===== src/rtl/program_loader.sv =====
// program_loader -- boot-time writer for the CPU instruction memory.
//
// Takes a byte stream (valid/ready), assembles WORD_SIZE-bit words from
// three little-endian bytes and writes them to consecutive addresses from
// BASE_ADDR. CPU_EN is held low until the whole image is in memory.
// Stream: LEN_LO LEN_HI { B0 B1 B2 } x N [CHK]
//
// Optional feature: define LOADER_CHECKSUM_EN to expect a trailing CHK
// byte; the XOR of every accepted byte (length bytes and CHK included)
// must then be zero for the image to be accepted.
//
// Ports:
//   CLK, RST_N        clock, async active-low reset
//   START             one-cycle pulse; starts a load from IDLE/DONE/ERR
//   IN_DATA/IN_VALID  stream byte and its valid
//   IN_READY          loader can take a byte (registered, state-only)
//   WR_EN/ADDRESS/WR_DATA  instruction-memory write port
//   CPU_EN, DONE      image loaded and validated
//   ERROR             load aborted (bad length, bad B2, bad checksum)
module program_loader #(
  parameter int WORD_SIZE  = 19,
  parameter int ADDR_WIDTH = 12,
  parameter int BASE_ADDR  = 0
) (
  input  logic                  CLK,
  input  logic                  RST_N,
  input  logic                  START,
  input  logic [7:0]            IN_DATA,
  input  logic                  IN_VALID,
  output logic                  IN_READY,
  output logic                  WR_EN,
  output logic [ADDR_WIDTH-1:0] ADDRESS,
  output logic [WORD_SIZE-1:0]  WR_DATA,
  output logic                  CPU_EN,
  output logic                  DONE,
  output logic                  ERROR
);

  // Largest image that fits between BASE_ADDR and the top of memory.
  localparam int unsigned MAX_N = (32'd1 << ADDR_WIDTH) - 32'(BASE_ADDR);

  typedef enum logic [3:0] {
    S_IDLE, S_LEN_LO, S_LEN_HI, S_B0, S_B1, S_B2, S_WRITE,
`ifdef LOADER_CHECKSUM_EN
    S_CHK,
`endif
    S_DONE, S_ERR
  } state_t;

`ifdef LOADER_CHECKSUM_EN
  localparam state_t S_FINISH = S_CHK;
`else
  localparam state_t S_FINISH = S_DONE;
`endif

  state_t                state_q, state_d;
  logic [7:0]            len_lo_q, len_lo_d, b0_q, b0_d, b1_q, b1_d;
  logic [ADDR_WIDTH:0]   n_q, n_d, idx_q, idx_d;
  logic                  ready_q, ready_d, wr_en_q, wr_en_d;
  logic                  done_q, done_d, err_q, err_d;
  logic [ADDR_WIDTH-1:0] addr_q, addr_d;
  logic [WORD_SIZE-1:0]  data_q, data_d;
`ifdef LOADER_CHECKSUM_EN
  logic [7:0]            xor_q, xor_d;
`endif

  logic                xfer;
  logic [15:0]         n_full;
  logic                len_bad, b2_bad;
  logic [23:0]         word;
  logic [ADDR_WIDTH:0] idx_inc;

  assign xfer    = IN_VALID && ready_q;
  assign n_full  = {IN_DATA, len_lo_q};
  assign len_bad = (IN_DATA[7:4] != 4'd0) || (32'(n_full) > MAX_N);
  assign word    = {IN_DATA, b1_q, b0_q};
  // Bits of B2 above the instruction width must be zero.
  assign b2_bad  = |IN_DATA[7:WORD_SIZE-16];
  assign idx_inc = idx_q + 1'b1;

  always_comb begin
    state_d  = state_q;
    len_lo_d = len_lo_q;
    b0_d     = b0_q;
    b1_d     = b1_q;
    n_d      = n_q;
    idx_d    = idx_q;
    wr_en_d  = 1'b0;
    addr_d   = addr_q;
    data_d   = data_q;
`ifdef LOADER_CHECKSUM_EN
    xor_d    = xfer ? (xor_q ^ IN_DATA) : xor_q;
`endif
    case (state_q)
      S_IDLE, S_DONE, S_ERR: if (START) begin
        state_d = S_LEN_LO;
        idx_d   = '0;
`ifdef LOADER_CHECKSUM_EN
        xor_d   = 8'd0;
`endif
      end
      S_LEN_LO: if (xfer) begin
        len_lo_d = IN_DATA;
        state_d  = S_LEN_HI;
      end
      S_LEN_HI: if (xfer) begin
        n_d = n_full[ADDR_WIDTH:0];
        if (len_bad)           state_d = S_ERR;
        else if (n_full == '0) state_d = S_FINISH;
        else                   state_d = S_B0;
      end
      S_B0: if (xfer) begin b0_d = IN_DATA; state_d = S_B1; end
      S_B1: if (xfer) begin b1_d = IN_DATA; state_d = S_B2; end
      S_B2: if (xfer) begin
        if (b2_bad) state_d = S_ERR;
        else begin
          // Write port is loaded here so it is valid throughout WRITE.
          state_d = S_WRITE;
          wr_en_d = 1'b1;
          addr_d  = ADDR_WIDTH'(BASE_ADDR) + idx_q[ADDR_WIDTH-1:0];
          data_d  = word[WORD_SIZE-1:0];
        end
      end
      S_WRITE: begin
        idx_d   = idx_inc;
        state_d = (idx_inc == n_q) ? S_FINISH : S_B0;
      end
`ifdef LOADER_CHECKSUM_EN
      S_CHK: if (xfer) state_d = ((xor_q ^ IN_DATA) == 8'd0) ? S_DONE : S_ERR;
`endif
      default: state_d = S_IDLE;
    endcase

    ready_d = (state_d == S_LEN_LO) || (state_d == S_LEN_HI) ||
              (state_d == S_B0) || (state_d == S_B1) || (state_d == S_B2)
`ifdef LOADER_CHECKSUM_EN
              || (state_d == S_CHK)
`endif
              ;
    done_d = (state_d == S_DONE);
    err_d  = (state_d == S_ERR);
  end

  always_ff @(posedge CLK or negedge RST_N) begin
    if (!RST_N) begin
      state_q  <= S_IDLE;
      len_lo_q <= '0;
      b0_q     <= '0;
      b1_q     <= '0;
      n_q      <= '0;
      idx_q    <= '0;
      ready_q  <= 1'b0;
      wr_en_q  <= 1'b0;
      addr_q   <= '0;
      data_q   <= '0;
      done_q   <= 1'b0;
      err_q    <= 1'b0;
`ifdef LOADER_CHECKSUM_EN
      xor_q    <= '0;
`endif
    end else begin
      state_q  <= state_d;
      len_lo_q <= len_lo_d;
      b0_q     <= b0_d;
      b1_q     <= b1_d;
      n_q      <= n_d;
      idx_q    <= idx_d;
      ready_q  <= ready_d;
      wr_en_q  <= wr_en_d;
      addr_q   <= addr_d;
      data_q   <= data_d;
      done_q   <= done_d;
      err_q    <= err_d;
`ifdef LOADER_CHECKSUM_EN
      xor_q    <= xor_d;
`endif
    end
  end

  assign IN_READY = ready_q;
  assign WR_EN    = wr_en_q;
  assign ADDRESS  = addr_q;
  assign WR_DATA  = data_q;
  assign DONE     = done_q;
  assign CPU_EN   = done_q;
  assign ERROR    = err_q;

endmodule

===== config.mk =====
export PLATFORM = sky130hd
export DESIGN_NAME = program_loader
export DESIGN_NICKNAME = d
export VERILOG_FILES = /design/src/rtl/program_loader.sv
export SDC_FILE = /design/constraint.sdc
export NUM_CORES = 1
export LEC_CHECK = 0
export ABC_AREA = 1
export BUFFER_PORTS_ARGS = -buffer_cell sky130_fd_sc_hd__buf_2
export CORE_MARGIN = 3
export CORE_UTILIZATION = 58
export CTS_CLUSTER_DIAMETER = 80
export DETAILED_ROUTE_END_ITERATION = 8
export PLACE_DENSITY = 0.87
export SLEW_MARGIN = 10
export SYNTH_ARGS = -nofsm -noshare
export SYNTH_HDL_FRONTEND = slang
export SYNTH_SLANG_ARGS = --single-unit

===== constraint.sdc =====
create_clock -name CLK -period 1.95 [get_ports CLK]
set_input_delay 0.39 -clock CLK [delete_from_list [all_inputs] [get_ports CLK]]
set_output_delay 0.39 -clock CLK [all_outputs]
set_load 0.01 [all_outputs]

==> impl_results.md <==
* Clock Power Share at 23.9%
* Finished Layout Cells at 661
* Synth area leaders: dfrtp_1 54%, nand2_1 15%, o21ai_0 7.6%
* Count leader, synth: nand2_1
* Final Cycle Share at 94.85%
* CTS clk-pin slew, worst paths at 90 ps
* Clock latency at the later pin of the worst-skew pair at 360 ps
* Max Clk Rate at 0.5407 GHz
* Max-slew violation count at 0
* YS warnings at 0
* Placeable Area at 0.006869 mm²
* Sw Ratio at 35.37%
* Post-synthesis sequential area ratio at 53.68%
* Final instance area at 0.004852 mm²
* Compound-Gate Fraction of Synth Area at 10.34%
* Sw power at 1.878 mW
* Number of flops mapped to enable cells by yosys at 0
* Slew @ Worst Pin at 439.6 ps
* Chip height at 90.58 µm
* Antenna diode instance count at 0
* IO buf count at 47
* Leading area contributor after synthesis: dfrtp_1
* Worst clock skew at 9.034 ps
* Initial antenna violation count at 0
* Async SR Flop Fraction at 100.0%
* Via count at 3578
* Hold Vio Cnt, Final at 0
* Maximum fanout along the worst path at 4
* P_int at 3.432 mW
* Overall routing resource usage at 24.73%
* Setup crit end kind: flip-flop
* Post-synth cell types at 29
* Most frequent cells after synthesis: 161 x nand2_1, 89 x dfrtp_1, 63 x o21ai_0
* Pwr per Cell Area at 1094 mW/mm²
* Die area at 0.008204 mm²
* Vias in the first global route at 3574
* GRT overflow at 0
* Initial cell density of the core at 60.40%
* Drt via density at 5.413
* DR WL/cell at 14.24 µm
* CTS root buf: clkbuf_8
* Total Nets Final at 574
* Sink Count at 89
* GP Congestion at 1.018
* Place WS at 65.69 ps
* Outcome: finished clean
* R2R setup slack at 100 ps
* Final setup margin at 100.4 ps
* Hold Path Class: input pin to flip-flop
* # DRC at 0
* Area grow syn2layout at 16.95%
* Main combinational cell family by area after synthesis: simple AND/OR/NAND/NOR gates
* Hold_ws at 247.7 ps
* Simple-gate area share of the yosys netlist at 27.38%
* Mapped Area at 0.004149 mm²
* Fraction of layout instances using a drive strength above 1 at 24.07%
* Period minus WS final at 1850 ps
* Clock buffer count from CTS at 9
* Max-slew headroom at 70.69%
* Filler cells at 551
* Peak supply drop at 0.0007578 V
* Adder-Cell Fraction of Synth Area at 0.3016%
* Max cap viols at 0
* CTS tree: done
* Inst Count DP at 644
* Final WL at 9.410 mm
* Area share of the largest cell type after synthesis at 53.68%
* CP startpoint kind: flip-flop
* Setup TNS at 0 ps
* DR pass1 iterations at 5
* Combinational power share at 27.2%
* Syn_area_per_cell at 8.348 µm²
* Leak at 2.480 nW
* Final HPWL DP at 6.691 mm
* Setup CP Type: flip-flop to flip-flop
* DRT antenna net count at 0
* CTS H-tree depth at 3
* Worst Path Arrival at 2110 ps
* Post-synthesis mux area share at 0.8142%
* Synth Register Bits at 89
* Synth Flop Type: dfrtp_1
* Cell row count at 30
* Post-Synthesis Cells at 497
* CP required at 2210 ps
* Detailed Route Iter0 Violations at 251
* XOR/XNOR Fraction of Synth Area at 0.3920%
* Die W at 90.58 µm
* Top-Level Pins at 48
* Largest net degree at the start of global routing at 45
* First-pass GRT wire length at 16.35 mm
* Syn_nets at 510
* Sequential group share of total power at 48.9%
* Area after DPL at 0.004589 mm²
* RSZ-0062 raised after global routing: true
* Final setup fails at 0
* Clock Path Buffers at 2
## flip-flops by register name (all words and copies together) (netlist names)
name / cells
b1_q: 8
IN_READY: 1
ADDRESS: 12
WR_EN: 1
WR_DATA: 19
n_q: 13
ERROR: 1
idx_q: 13
len_lo_q: 8
CPU_EN: 1
state_q: 4
b0_q: 8
## logic make-up after synthesis
group                    Yosys count
adder cells (fa/ha/maj)            1
flip-flops                        89
XOR/XNOR                           1
multiplexers                       3
buffers and inverters             75
AO/OA/AOI/OAI                     80
AND/OR/NAND/NOR                  248
## layout by cell type (no fill, tap or decap), types with 2 or more instances in the layout
master        n
inv_1        50
clkinvlp_4    2
dfrtp_1      87
nor2_4        7
inv_6         2
nand3b_1      5
buf_6         2
nand4_1       7
clkbuf_8      9
mux2_2        3
nand2_2      14
inv_2        11
buf_2        46
nand3_2       6
nor2_1       19
o21ai_0      63
o21ai_1       3
nor2_2        5
dfrtp_2       2
nand3_1      15
a21oi_1       2
nand2_1     159
buf_4        17
nor3_1        7
o22ai_1       8
## what timing repair did
item,in CTS,in global routing
hold buffers,1,0
setup endpoints to repair,0,3
gates resized for setup,0,15
hold endpoints to repair,28,0
setup buffers,0,1
## final timing paths
| kind | from | end | cells after the start |
|---|---|---|---|
| max in group asynchronous | RST_N | ADDRESS[5] | 3 |
| max reg2reg | idx_q[1] | IN_READY | 12 |
| min in group asynchronous | RST_N | ADDRESS[2] | 2 |
| max | idx_q[1] | IN_READY | 12 |
| min | IN_DATA[7] | b1_q[7] | 3 |
| min reg2reg | ADDRESS[11] | ADDRESS[11] | 2 |
## layer usage
layer | vias up | GRT usage (%) | routed length, µm
met5 | - | 0 | 0
met4 | 0 | 11.86 | 246
met3 | 28 | 3.750 | 550
met2 | 134 | 41.32 | 4609
met1 | 1705 | 31.57 | 4004
li1 | 1711 | - | -
## through the flow
stage	util (%)	power [mW]
floorplan	-	3.524
global placement	66.81	3.923
detailed placement	66.81	4.012
CTS	69.75	5.274
global route	70.64	5.667
finish	70.64	5.310
## area by class of cell
class,instances,area (µm²),share of cell area [%]
Sequential cell,89,2230,45.95
Multi-Input combinational cell,333,1672,34.45
Timing Repair Buffer,67,410.4,8.458
Inverter,61,229.0,4.719
Clock buffer,9,123.9,2.553
Tap cell,96,120.1,2.476
Clock inverter,6,67.56,1.392
## worst max-delay path, stage by stage, from the launching register on
cell	delay (ps)
dfrtp_2	440
ha_4	170
nand3_2	130
nor2_4	130
nand2_1	60
nand2_1	50
nand2_1	100
xnor2_2	170
nand3_2	110
o21bai_4	190
nand2_2	90
nand2_1	70
nor2_1	30
## power by group through the flow
stage	clock (mW)	combinational (mW)	sequential (mW)
floorplan	0	0.984	2.54
global placement	0	1.34	2.58
CTS	1.28	1.42	2.58
finish	1.27	1.45	2.60
detailed placement	0	1.41	2.60
global route	1.36	1.67	2.64
No activity file was read; power rests on OpenSTA's default activity.
